==> config.mk <==
export PLATFORM = sky130hd
export DESIGN_NAME = vga_timing_gen
export DESIGN_NICKNAME = d
export VERILOG_FILES = /design/src/rtl/vga_timing_gen.sv
export SDC_FILE = /design/constraint.sdc
export NUM_CORES = 1
export LEC_CHECK = 0
export CAP_MARGIN = 20
export CORE_MARGIN = 2
export CORE_UTILIZATION = 40
export DETAILED_ROUTE_END_ITERATION = 6
export PLACE_DENSITY_LB_ADDON = 0.08
export SYNTH_ARGS = -nofsm -noshare
export SYNTH_HDL_FRONTEND = slang
export SYNTH_SLANG_ARGS = --single-unit
==> constraint.sdc <==
create_clock -name clk -period 2.3 [get_ports clk]
set_input_delay 0.46 -clock clk [delete_from_list [all_inputs] [get_ports clk]]
set_output_delay 0.46 -clock clk [all_outputs]
set_load 0.03 [all_outputs]
==> src/rtl/vga_timing_gen.sv <==
// Free-running VGA raster timing generator: sync, visible, line/frame pulses and linear pixel index.
// Define VGA_TIMING_CLKDIV_EN when clk runs at twice the pixel rate (pixel tick every 2nd clk).
module vga_timing_gen #(
    parameter int H_VISIBLE = 640,
    parameter int H_FP      = 16,
    parameter int H_SYNC    = 96,
    parameter int H_BP      = 48,
    parameter int V_VISIBLE = 480,
    parameter int V_FP      = 10,
    parameter int V_SYNC    = 2,
    parameter int V_BP      = 33,
    parameter bit SYNC_POL  = 1'b0
) (
    input  logic        clk,
    input  logic        rst,
    input  logic        enable,
    output logic        hsync,
    output logic        vsync,
    output logic        visible,
    output logic        line,
    output logic        frame,
    output logic [19:0] pixel,
    output logic [9:0]  x,
    output logic [9:0]  y
);

    localparam int H_TOTAL = H_VISIBLE + H_FP + H_SYNC + H_BP;
    localparam int V_TOTAL = V_VISIBLE + V_FP + V_SYNC + V_BP;

    localparam logic [9:0] H_VIS_END  = 10'(H_VISIBLE);
    localparam logic [9:0] H_SYNC_BEG = 10'(H_VISIBLE + H_FP);
    localparam logic [9:0] H_SYNC_END = 10'(H_VISIBLE + H_FP + H_SYNC);
    localparam logic [9:0] H_LAST     = 10'(H_TOTAL - 1);
    localparam logic [9:0] V_VIS_END  = 10'(V_VISIBLE);
    localparam logic [9:0] V_SYNC_BEG = 10'(V_VISIBLE + V_FP);
    localparam logic [9:0] V_SYNC_END = 10'(V_VISIBLE + V_FP + V_SYNC);
    localparam logic [9:0] V_LAST     = 10'(V_TOTAL - 1);

    logic [9:0]  h_cnt;
    logic [9:0]  v_cnt;
    logic [19:0] pix_cnt;
    logic        tick;

`ifdef VGA_TIMING_CLKDIV_EN
    logic tog;

    always_ff @(posedge clk or negedge rst) begin
        if (!rst) begin
            tog <= 1'b0;
        end else if (!enable) begin
            tog <= 1'b0;
        end else begin
            tog <= ~tog;
        end
    end

    assign tick = tog;
`else
    assign tick = 1'b1;
`endif

    // Stage 0: decode flags from the current (pre-increment) counters
    logic vis_p0;
    logic hs_p0;
    logic vs_p0;
    logic line_p0;
    logic frame_p0;

    assign vis_p0   = (h_cnt < H_VIS_END) && (v_cnt < V_VIS_END);
    assign hs_p0    = ((h_cnt >= H_SYNC_BEG) && (h_cnt < H_SYNC_END)) ? SYNC_POL : ~SYNC_POL;
    assign vs_p0    = ((v_cnt >= V_SYNC_BEG) && (v_cnt < V_SYNC_END)) ? SYNC_POL : ~SYNC_POL;
    assign line_p0  = (h_cnt == H_VIS_END);
    assign frame_p0 = (h_cnt == 10'd0) && (v_cnt == V_VIS_END);

    // Stage 1: counters advance and decoded flags are registered to the outputs
    always_ff @(posedge clk or negedge rst) begin
        if (!rst) begin
            h_cnt   <= '0;
            v_cnt   <= '0;
            pix_cnt <= '0;
            hsync   <= ~SYNC_POL;
            vsync   <= ~SYNC_POL;
            visible <= 1'b0;
            line    <= 1'b0;
            frame   <= 1'b0;
            pixel   <= '0;
            x       <= '0;
            y       <= '0;
        end else if (!enable) begin
            h_cnt   <= '0;
            v_cnt   <= '0;
            pix_cnt <= '0;
            hsync   <= ~SYNC_POL;
            vsync   <= ~SYNC_POL;
            visible <= 1'b0;
            line    <= 1'b0;
            frame   <= 1'b0;
            pixel   <= '0;
            x       <= '0;
            y       <= '0;
        end else begin
            // Pulses last one clk even when levels are held across a divided pixel period
            line  <= 1'b0;
            frame <= 1'b0;
            if (tick) begin
                if (h_cnt == H_LAST) begin
                    h_cnt <= '0;
                    v_cnt <= (v_cnt == V_LAST) ? 10'd0 : v_cnt + 10'd1;
                end else begin
                    h_cnt <= h_cnt + 10'd1;
                end

                if (frame_p0) begin
                    pix_cnt <= '0;
                end else if (vis_p0) begin
                    pix_cnt <= pix_cnt + 20'd1;
                end

                hsync   <= hs_p0;
                vsync   <= vs_p0;
                visible <= vis_p0;
                line    <= line_p0;
                frame   <= frame_p0;
                pixel   <= pix_cnt;
                x       <= h_cnt;
                y       <= v_cnt;
            end
        end
    end

endmodule

Yosys cells after proc, flatten, opt, wreduce, memory -nomap -nowiden:

Cells that the tools add are included.

* register bits after elaboration: 85
* bits in latches: 0
* bits in writable memories: 0
* ROM bits: 0
* input port bits: 3
* output and inout port bits: 45
* logic and storage cells: 49
* memories: 0

* add/sub/neg operators: 3
* multiply operators: 0
* divide/modulo/power cells: 0
* order comparisons: 6
* eq/ne operators: 6
* shift-type cells: 0
* multiplexer cells: 18
* bitwise gates (word level): 0
* reductions and logical operators: 5

Operators with widths (number)
* $mux 20: 4
* $mux 10: 7
* $eq 10x10->1 const B: 3
* $add 10x1->10 const B: 2
* $add 20x1->20 const B: 1
* $lt 10x10->1 const B: 2
* $lt 10x9->1 const B: 2
* $eq 10x9->1 const B: 1
* $ge 10x10->1 const B: 1
* $ge 10x9->1 const B: 1
* $logic_not 10->1: 1
* $mux 1: 7
* $logic_and 1x1->1: 4
* $ne 3x1->1 const B: 1
* $ne 2x1->1 const B: 1

Logic depth before layout (Yosys ltp):

Gate-level depths: netlist of the first run.

* depth in word-level cells: 5
* depth in mapped cells: 7
* depth with buffers taken out: 6

Worst setup path after synthesis of the first run:

Ideal clock, no wire load.

* path type: register to register
* start: register v_cnt[0]
* end: register pix_cnt[10]
* library setup time: 0.139 ns
* arrival time: 1.729 ns
* data required time: 2.161 ns
* path slack: 0.432 ns
* stages on the path, launching flop included: 8
* buffers on the path: 1
* clock period less this slack: 1.868 ns
* cell sequence: dfrtp_1 > inv_1 > ha_1 > nor4b_1 > nand4_1 > o21ai_2 > buf_2 > a311oi_1

* word-level cells in the longest chain between the ends: 4
* elaborated cells on any way between the ends: 7
* classes of those cells: order compare (1); eq/ne (2); mux (2); reduce/logical (2)

RTL lines
* start, declared: RTL line 40 `logic [9:0] v_cnt;`
* start signal, assigned: RTL line 108 `v_cnt <= (v_cnt == V_LAST) ? 10'd0 : v_cnt + 10'd1;`
* parallel branches: the longest is 4 deep, another holds $lt 10x9->1
* end signal, assigned: RTL line 116 `pix_cnt <= pix_cnt + 20'd1;`
* end, declared: RTL line 41 `logic [19:0] pix_cnt;`

Parallel ways; which one is timed is not known.
A chain may end at the register's enable or synchronous reset.

Worst setup path in the final report of the first run:

* start: register vsync
* end: output vsync

RTL lines
* start, declared: RTL line 18 `output logic vsync,`
* start signal, assigned: RTL line 82 `vsync <= ~SYNC_POL;`
* start signal, assigned: RTL line 94 `vsync <= ~SYNC_POL;`
* start signal, assigned: RTL line 120 `vsync <= vs_p0;`

No word-level cell between the ends.

==> results of run 1 <==
[worst register-to-register path, delay by kind of cell (launching register included)]
family,cells,cell delay (ps)
AO/OA/AOI/OAI,2,410
adder cells (fa/ha/maj),1,270
flip-flops,1,410
AND/OR/NAND/NOR,2,810
[synth_stat cells (all sizes together) (2+ instances only)]
master,count,share of area [%]
a41oi,5,1.1
nor4,7,1.3
nand4,11,1.8
dfstp,2,1.4
o2bb2ai,2,0.46
or3,4,0.65
a311oi,11,2.5
a21oi,10,1.3
xnor2,2,0.46
nand2,34,3.3
inv,15,1.5
and2,29,4.7
a31o,4,0.91
nor2,21,2.0
or4,6,1.2
o21ai,10,1.4
nor4b,3,1.1
xor2,5,1.1
nor3,7,1.0
clkbuf,16,1.7
a31oi,4,0.65
buf,9,1.7
o211ai,8,1.6
a211oi,2,0.52
a211o,2,0.46
o21a,2,0.39
nand3b,2,0.39
and3,8,1.3
dfrtp,83,54
ha,5,1.6
nand3,17,2.3
o22ai,2,0.33
and4,6,1.4
[metal layers]
layer,up-vias,track usage [%]
met1,1492,27.5
met4,0,5.44
met3,6,3.56
li1,1408,-
met5,-,0
met2,86,27.6
[power by group through the flow]
stage / clock, W / sequential [W] / combinational [W]
finish: 0.00120 / 0.00152 / 0.000133
floorplan: 0 / 0.00156 / 0.0000456
global route: 0.00128 / 0.00152 / 0.000152
detailed placement: 0 / 0.00155 / 0.000136
CTS: 0.00122 / 0.00152 / 0.000136
global placement: 0 / 0.00155 / 0.000135
[sequential cells by signal, indices dropped and copies added, names as in the netlist]
register / flops
line: 1
h_cnt: 10
visible: 1
frame: 1
pixel: 20
y: 10
v_cnt: 10
pix_cnt: 20
x: 10
vsync: 1
hsync: 1
[cell families after synthesis]
logic type / count (synthesis) / share of synthesized area (%)
simple gates: 160 / 23.6
flops: 85 / 55.4
compound gates: 68 / 12.9
buf+inv: 40 / 4.88
xor+xnor: 7 / 1.59
fa+ha+maj: 5 / 1.63
[cells in the final DEF (no fill, tap or decap), types with 3 or more instances in the layout]
cell	n
a31oi_1	4
nand4_1	11
and2_1	29
o21ai_0	9
and3_1	8
a41oi_1	5
nand2_1	34
a31o_1	3
buf_4	15
or4_1	6
or3_1	4
clkbuf_8	11
nor4_1	6
o211ai_1	8
xor2_1	5
dfrtp_1	83
a21oi_1	10
inv_1	15
nand3_1	16
ha_1	5
a311oi_1	11
nor2_1	21
nor3_1	6
clkdlybuf4s50_1	46
and4_1	5
[final timing paths]
check	from	to	slack, ps	cells after the start
max in group asynchronous	rst	y[1]$_DFF_PN0_	1620	2
worst max-delay path	vsync$_DFF_PN1_	vsync	300	1
min in group clk	pix_cnt[0]$_DFFE_PN0P_	pix_cnt[0]$_DFFE_PN0P_	530	1
worst min-delay path	rst	x[5]$_DFF_PN0_	60	1
worst min register to register	pix_cnt[0]$_DFFE_PN0P_	pix_cnt[0]$_DFFE_PN0P_	530	1
worst max register to register	pix_cnt[1]$_DFFE_PN0P_	pix_cnt[16]$_DFFE_PN0P_	310	5
[stage by stage]
step                      utilization [%]  hold slack (ps)  power [W]
after floorplan                         -              164    0.00161
after global placement               48.1              467    0.00168
after detailed placement             48.1              466    0.00169
after CTS                            50.6             81.0    0.00288
after global routing                 50.6             94.2    0.00295
final                                50.6             59.2    0.00285
[layout make-up]
type | instances | area [µm²]
clock buffers | 13 | 159
clock inverters | 3 | 67.6
fillers | 888 | 4590
inverters | 15 | 56.3
multi-input cells | 240 | 1530
flip-flops and latches | 85 | 2130
well taps | 129 | 161
repair buffers | 62 | 593
==> impl_metrics.tcl, run 1 <==
set metrics [dict create \
    status "completed" \
    endpoint_kind "output port" \
    synth_cells 365 \
    p_sw_w 0.000628 \
    antenna_found_initial 0 \
    power_density_nw_per_um2 607 \
    clkSinkCount 85 \
    clk_latency_ps 350 \
    internal_power_w 0.00222 \
    grt_use_total_pct 18.5 \
    path_delay_family "buffers and inverters" \
    drive_gt1_share_pct 9.81 \
    cp_cell_sequence "clkdlybuf4s50_1" \
    drtAntennaViolNets 0 \
    cts_tree "done" \
    rows 35 \
    vdd_drop_max_uv 337 \
    maxCapViolCount 0 \
    dr.first_iter.drc_count 161 \
    layout_setup_ws_ps 303 \
    p_comb_share_pct 4.7 \
    grt_pass1_vias 2906 \
    syn_area_um2 3850 \
    core-area_um2 9280 \
    seq_power_share_pct 53.3 \
    die_h_um 102 \
    finalNonFillerCells 547 \
    hold_path_class "input pin to async pin" \
    cpMaxStageDelayCell "clkdlybuf4s50_1" \
    dp_hpwl_um 6110 \
    wl_per_cell_um 16.5 \
    synth.avg_cell_area_um2 10.5 \
    ys.flop_type "dfrtp_1" \
    grt_max_degree 37 \
    cts_root_buf "clkbuf_8" \
    dp.cells 531 \
    slew_violations 0 \
    h-tree-depth 3 \
    grt-ovfl-total 0 \
    holdBufCountCts 0 \
    setup_tns_ps 0 \
    swShare_pct 22.0 \
    setup_viol 0 \
    die_w_um 102 \
    clock.fmax_mhz 501 \
    boundaryPins 48 \
    cts_setup_buffers 0 \
    max-clock-path-buffers 2 \
    critPathRequiredTime_ps 1840 \
    wl_met2_um 4100 \
    cp_data_arrival_time_ps 1540 \
    wl_met3_um 507 \
    grt_pass1_wl_um 14900 \
    worst-setup-path-type "register to output port" \
    crit_path_max_incr_delay_ps 650 \
    dpl_cell_area_um2 4470 \
    drtPass1Iterations 4 \
    min_period_ps 2000 \
    vias 2992 \
    num-nets-final 421 \
    final_area_um2 4700 \
    antenna_cells 0 \
    skew_ps 12.3 \
    synth_cell_types 55 \
    routed.top_layer "met4" \
    clkTransAtPathRegs_ps 90 \
    area_growth_syn_to_layout_pct 22.1 \
    hold_violations 0 \
    synth_edf_count 0 \
    start_kind "register" \
    place_congestion 0.898 \
    seq_area_frac_synth_pct 55.4 \
    synth-seq-cells 85 \
    drc_errors 0 \
    crit_buf_inv 1 \
    dieArea_um2 10400 \
    tightest_slew_ps 492 \
    worstPathMaxFanout 1 \
    async_flop_share_pct 100 \
    start_util_pct 41.4 \
    via_per_inst 5.47 \
    max_slew_margin_pct 67.2 \
    cts_resized 0 \
    wl_met1_um 4350 \
    numCtsBuffers 9 \
    power.leakage_nw 2.07 \
    yosys_warnings 0 \
    post-route-period-util_pct 86.8 \
    pre_cts_slack_ps 343 \
    rsz0062_at_grt "false" \
    p_clk_share_pct 42.0 \
    syn_nets 373 \
    io_buffers 47 \
    wirelength_um 9040 \
]
(Power assumes the default switching activity.)
==> run 2, diff against run 1 <==
--- a/config.mk
+++ b/config.mk
@@ -7,7 +7,7 @@
 export LEC_CHECK = 0
 export CAP_MARGIN = 20
 export CORE_MARGIN = 2
-export CORE_UTILIZATION = 40
+export CORE_UTILIZATION = 50
 export DETAILED_ROUTE_END_ITERATION = 6
 export PLACE_DENSITY_LB_ADDON = 0.08
 export SYNTH_ARGS = -nofsm -noshare
==> run 2 against run 1 <==
  * Global-route usage increased by 2.7 points
  * Highest routed layer unchanged
  * Clock power is 12% lower
  * Non-clock buffer count fell by 2
  * Core utilization is 12 points higher
  * Via count is 0.13% higher
  * Die area shrank 19%
  * Worst hold slack improved by 59 ps
==> impl_metrics.tcl, run 2 (same netlist as run 1, synthesis figures left out) <==
set metrics [dict create \
    largestRegisters "pix_cnt x20, pixel x20" \
    endpoint_kind "register" \
    layout_setup_ws_ps 281 \
    worst-setup-path-type "register to register" \
    hold_violations 0 \
    power_density_nw_per_um2 583 \
    drtAntennaViolNets 0 \
    max-clock-path-buffers 2 \
    routed.top_layer "met4" \
    crit_path_start "h_cnt[0]$_DFF_PN0_" \
    die_h_um 91.7 \
    holdWs_ps 118 \
    boundaryPins 48 \
    dr.first_iter.drc_count 156 \
    dpl_cell_area_um2 4440 \
    cts_resized 0 \
    start_util_pct 52.2 \
    dieArea_um2 8410 \
    drive_gt1_share_pct 9.13 \
    layout_common_cells "dfrtp_1 (83), clkdlybuf4s50_1 (46), nand2_1 (34)" \
    clkTransAtPathRegs_ps 90 \
    rsz0062_at_grt "false" \
    cp-endpoint "v_cnt[4]$_DFFE_PN0P_" \
    holdBufCountCts 0 \
    wirelength_um 8470 \
    critPathRequiredTime_ps 2570 \
    h-tree-depth 3 \
    clkSinkCount 85 \
    slew_violations 0 \
    layout_commonest_cell "dfrtp_1" \
    drc_errors 0 \
    hold_path_class "input pin to async pin" \
    setup_tns_ps 0 \
    drtPass1Iterations 4 \
    grt_pass1_vias 2855 \
    grt_pass1_wl_um 14400 \
    fin_util_pct 62.9 \
    dp_hpwl_um 5630 \
    maxCapViolCount 0 \
    skew_ps 12.2 \
    wl_met1_um 4120 \
    antenna_cells 0 \
    cts_root_buf "clkbuf_8" \
    grt_max_degree 46 \
    tightest_slew_ps 613 \
    r2r_cells 5 \
    antenna_found_initial 0 \
    setup_viol 0 \
    clk_latency_ps 350 \
    grt-ovfl-total 0 \
    io_buffers 47 \
    power.leakage_nw 2.05 \
    final_area_um2 4640 \
    core-area_um2 7370 \
    grt_use_total_pct 21.2 \
    die_w_um 91.7 \
    numCtsBuffers 9 \
    wl_met2_um 3810 \
    start_kind "register" \
    vias 2996 \
    wl_met3_um 406 \
    place_congestion 0.926 \
    r2r_setup_slack_ps 280 \
    worstPathMaxFanout 7 \
    pre_cts_slack_ps 195 \
    clock.fmax_mhz 495 \
    num-nets-final 419 \
    rows 31 \
    r2r-start "h_cnt[0]$_DFF_PN0_" \
    min_period_ps 2020 \
    max_slew_margin_pct 59.1 \
    post-route-period-util_pct 87.8 \
    wl_per_cell_um 16.4 \
    cp_data_arrival_time_ps 2290 \
    cts_setup_buffers 0 \
    area_growth_syn_to_layout_pct 20.5 \
    vdd_drop_max_uv 336 \
    cts_tree "done" \
    status "completed" \
    rr_endpoint "v_cnt[4]$_DFFE_PN0P_" \
    via_per_inst 5.82 \
]
## run 2: changes by cell type in the layout (fill, tap and decap cells not counted)
cell | previous run | this run
clkinvlp_4 | 1 | 2
buf_4 | 15 | 11
clkbuf_8 | 11 | 10
buf_12 | 1 | 3
bufinv_16 | 2 | 1
clkbuf_1 | 2 | 3
## run 2: layout make-up
class	count	area (µm²)
Multi-Input combinational cell	240	1530
Sequential cell	85	2130
Clock buffer	13	149
Inverter	15	56.3
Fill cell	618	2730
Timing Repair Buffer	60	603
Clock inverter	3	45.0
Tap cell	99	124
## run 2: critical path, stage by stage (launching register included)
cell     delay (ps)
dfrtp_1         410
ha_1            230
and4_1          380
nand3_2         230
or4_1           540
a21oi_1         150
## run 2: per-layer routing
| layer | global-route usage, % | up-vias |
|---|---|---|
| met5 | 0 | - |
| li1 | - | 1407 |
| met3 | 3.45 | 10 |
| met1 | 32.9 | 1482 |
| met4 | 7.59 | 0 |
| met2 | 30.0 | 97 |
## run 2: report_power, final
part | switching (W) | internal (W)
clock network | 0.000518 | 0.000534
logic | 0.0000889 | 0.0000424
registers | 0.0000128 | 0.00151
## run 2: worst min-delay path by stage
| stage | start | endpoint | slack (ps) |
|---|---|---|---|
| after detailed placement | h_cnt[0]$_DFF_PN0_ | h_cnt[0]$_DFF_PN0_ | 500 |
| final | rst | h_cnt[0]$_DFF_PN0_ | 120 |
| after global placement | h_cnt[0]$_DFF_PN0_ | h_cnt[0]$_DFF_PN0_ | 490 |
| after CTS | rst | pix_cnt[18]$_DFFE_PN0P_ | 140 |
| after floorplan | rst | frame$_DFF_PN0_ | 160 |
| after global routing | rst | h_cnt[6]$_DFF_PN0_ | 160 |
## run 2: through the flow
step / power (W) / cells
floorplan: 0.00161 / 365
global placement: 0.00168 / 499
detailed placement: 0.00168 / 499
CTS: 0.00273 / 515
global route: 0.00281 / 515
finish: 0.00270 / 515
==> run 3, diff against run 2 <==
--- a/config.mk
+++ b/config.mk
@@ -10,6 +10,7 @@
 export CORE_UTILIZATION = 50
 export DETAILED_ROUTE_END_ITERATION = 6
 export PLACE_DENSITY_LB_ADDON = 0.08
+export SETUP_SLACK_MARGIN = 0.3
 export SYNTH_ARGS = -nofsm -noshare
 export SYNTH_HDL_FRONTEND = slang
 export SYNTH_SLANG_ARGS = --single-unit
==> constraint.sdc (replaced) <==
create_clock -name clk -period 2.41 [get_ports clk]
set_input_delay 0.482 -clock clk [delete_from_list [all_inputs] [get_ports clk]]
set_output_delay 0.482 -clock clk [all_outputs]
set_load 0.03 [all_outputs]
==> run 3 against run 2 <==
  * Register-to-register slack better by 180 ps
  * Largest power group unchanged
  * Critical path type is now register to output port
  * Count of clock-buffer cells in the layout stayed put
  * Cell area decreased by 0.89%
  * First-iteration DRC count decreased by 11%
  * Via count up 1.1%
==> impl_metrics.tcl, run 3 (same netlist as run 1, synthesis figures left out) <==
set metrics [dict create \
    status "completed" \
    internal_power_w 0.00191 \
    layout_commonest_cell "dfrtp_1" \
    core-area_um2 7370 \
    vias 3030 \
    worst-setup-path-type "register to output port" \
    num-nets-final 419 \
    start_util_pct 52.2 \
    path_delay_family "buffers and inverters" \
    cts_setup_buffers 0 \
    crit_buf_inv 1 \
    grt_max_degree 44 \
    grt_pass1_wl_um 14100 \
    grt_pass1_vias 2843 \
    io_buffers 47 \
    boundaryPins 48 \
    swShare_pct 23.7 \
    post-route-period-util_pct 83.1 \
    finalNonFillerCells 515 \
    start_kind "register" \
    dieArea_um2 8410 \
    dr.first_iter.drc_count 139 \
    cts_tree "done" \
    largestRegisters "pix_cnt x20, pixel x20" \
    critPathRequiredTime_ps 1930 \
    total_power_w 0.00250 \
    worstPathMaxFanout 1 \
    grt-ovfl-total 0 \
    n_fill_cell 624 \
    skew_ps 11.3 \
    cp_data_arrival_time_ps 1520 \
    clk_latency_ps 360 \
    cpMaxStageDelayCell "clkdlybuf4s50_1" \
    max_slew_margin_pct 65.3 \
    min_period_ps 2000 \
    clock.fmax_mhz 500 \
    slew_violations 0 \
    die_h_um 91.7 \
    holdWs_ps 105 \
    place_congestion 0.879 \
    vdd_drop_max_uv 274 \
    dp.cells 499 \
    via_per_inst 5.88 \
    p_comb_share_pct 5.1 \
    power.leakage_nw 2.02 \
    pre_cts_slack_ps 243 \
    power_density_nw_per_um2 545 \
    dp_hpwl_um 5610 \
    endpoint_kind "output port" \
    tightest_slew_ps 521 \
    setup_tns_ps 0 \
    hold_path_class "input pin to async pin" \
    maxCapViolCount 0 \
    seq_power_share_pct 58.0 \
    max-clock-path-buffers 2 \
    cts_root_buf "clkbuf_8" \
    layout_setup_ws_ps 408 \
    hold_violations 0 \
    crit_path_max_incr_delay_ps 650 \
    drtAntennaViolNets 0 \
    p_clk_share_pct 37.0 \
    wirelength_um 8270 \
    grt_use_total_pct 20.9 \
    drtPass1Iterations 5 \
    cts_resized 0 \
    clkSinkCount 85 \
    wl_per_cell_um 16.0 \
    layout_common_cells "dfrtp_1 (81), clkdlybuf4s50_1 (46), nand2_1 (34)" \
    setup_viol 0 \
    rsz0062_at_grt "false" \
    holdBufCountCts 0 \
    drive_gt1_share_pct 10.6 \
    antenna_cells 0 \
    drc_errors 0 \
    numCtsBuffers 9 \
    h-tree-depth 3 \
    die_w_um 91.7 \
    cp_cell_sequence "clkdlybuf4s50_1" \
    clkTransAtPathRegs_ps 90 \
    area_growth_syn_to_layout_pct 19.5 \
    rows 31 \
    antenna_found_initial 0 \
    p_sw_w 0.000593 \
]
-- run 3: cell count changes in the layout (fill, tap and decap cells not counted), moves of 2 or more --
cell and delta:
buf_12 -3, buf_4 +3, dfrtp_1 -2, dfrtp_2 +2
-- run 3: cell type report --
type	instances	area [µm²]	share of cell area [%]
clock buffers	13	159	3.46
clock inverters	3	20.0	0.436
inverters	15	56.3	1.23
multi-input cells	240	1540	33.5
flip-flops and latches	85	2130	46.4
well taps	99	124	2.70
repair buffers	60	566	12.3
-- run 3: final timing paths --
kind	from	to	slack, ps	cells after the start
max in group asynchronous	rst	h_cnt[9]$_DFF_PN0_	1640	2
setup / recovery	hsync$_DFF_PN1_	hsync	410	1
min in group clk	h_cnt[0]$_DFF_PN0_	h_cnt[0]$_DFF_PN0_	510	1
setup reg to reg	pix_cnt[1]$_DFFE_PN0P_	pix_cnt[16]$_DFFE_PN0P_	460	5
hold / removal	rst	pix_cnt[6]$_DFFE_PN0P_	110	1
hold reg to reg	h_cnt[0]$_DFF_PN0_	h_cnt[0]$_DFF_PN0_	510	1
-- run 3: power groups by stage --
stage / combinational [W] / sequential (W) / clock, W
after CTS: 0.000129 / 0.00145 / 0.000946
after floorplan: 0.0000436 / 0.00149 / 0
final: 0.000127 / 0.00145 / 0.000925
after global routing: 0.000141 / 0.00145 / 0.00101
after detailed placement: 0.000128 / 0.00148 / 0
after global placement: 0.000125 / 0.00148 / 0
-- run 3: metrics by stage --
stage,instance area [µm²],utilization (%)
final,4590,62.3
after global routing,4590,62.3
after CTS,4580,62.2
after detailed placement,4400,59.8
after global placement,4400,59.8
after floorplan,3850,-
-- run 3: layer usage --
| layer | up-vias | GRT usage [%] | share of wire, % |
|---|---|---|---|
| met3 | 5 | 3.12 | 5.6 |
| met2 | 110 | 30.9 | 46 |
| li1 | 1411 | - | - |
| met1 | 1504 | 31.6 | 47 |
| met4 | 0 | 7.34 | 0.74 |
| met5 | - | 0 | 0 |
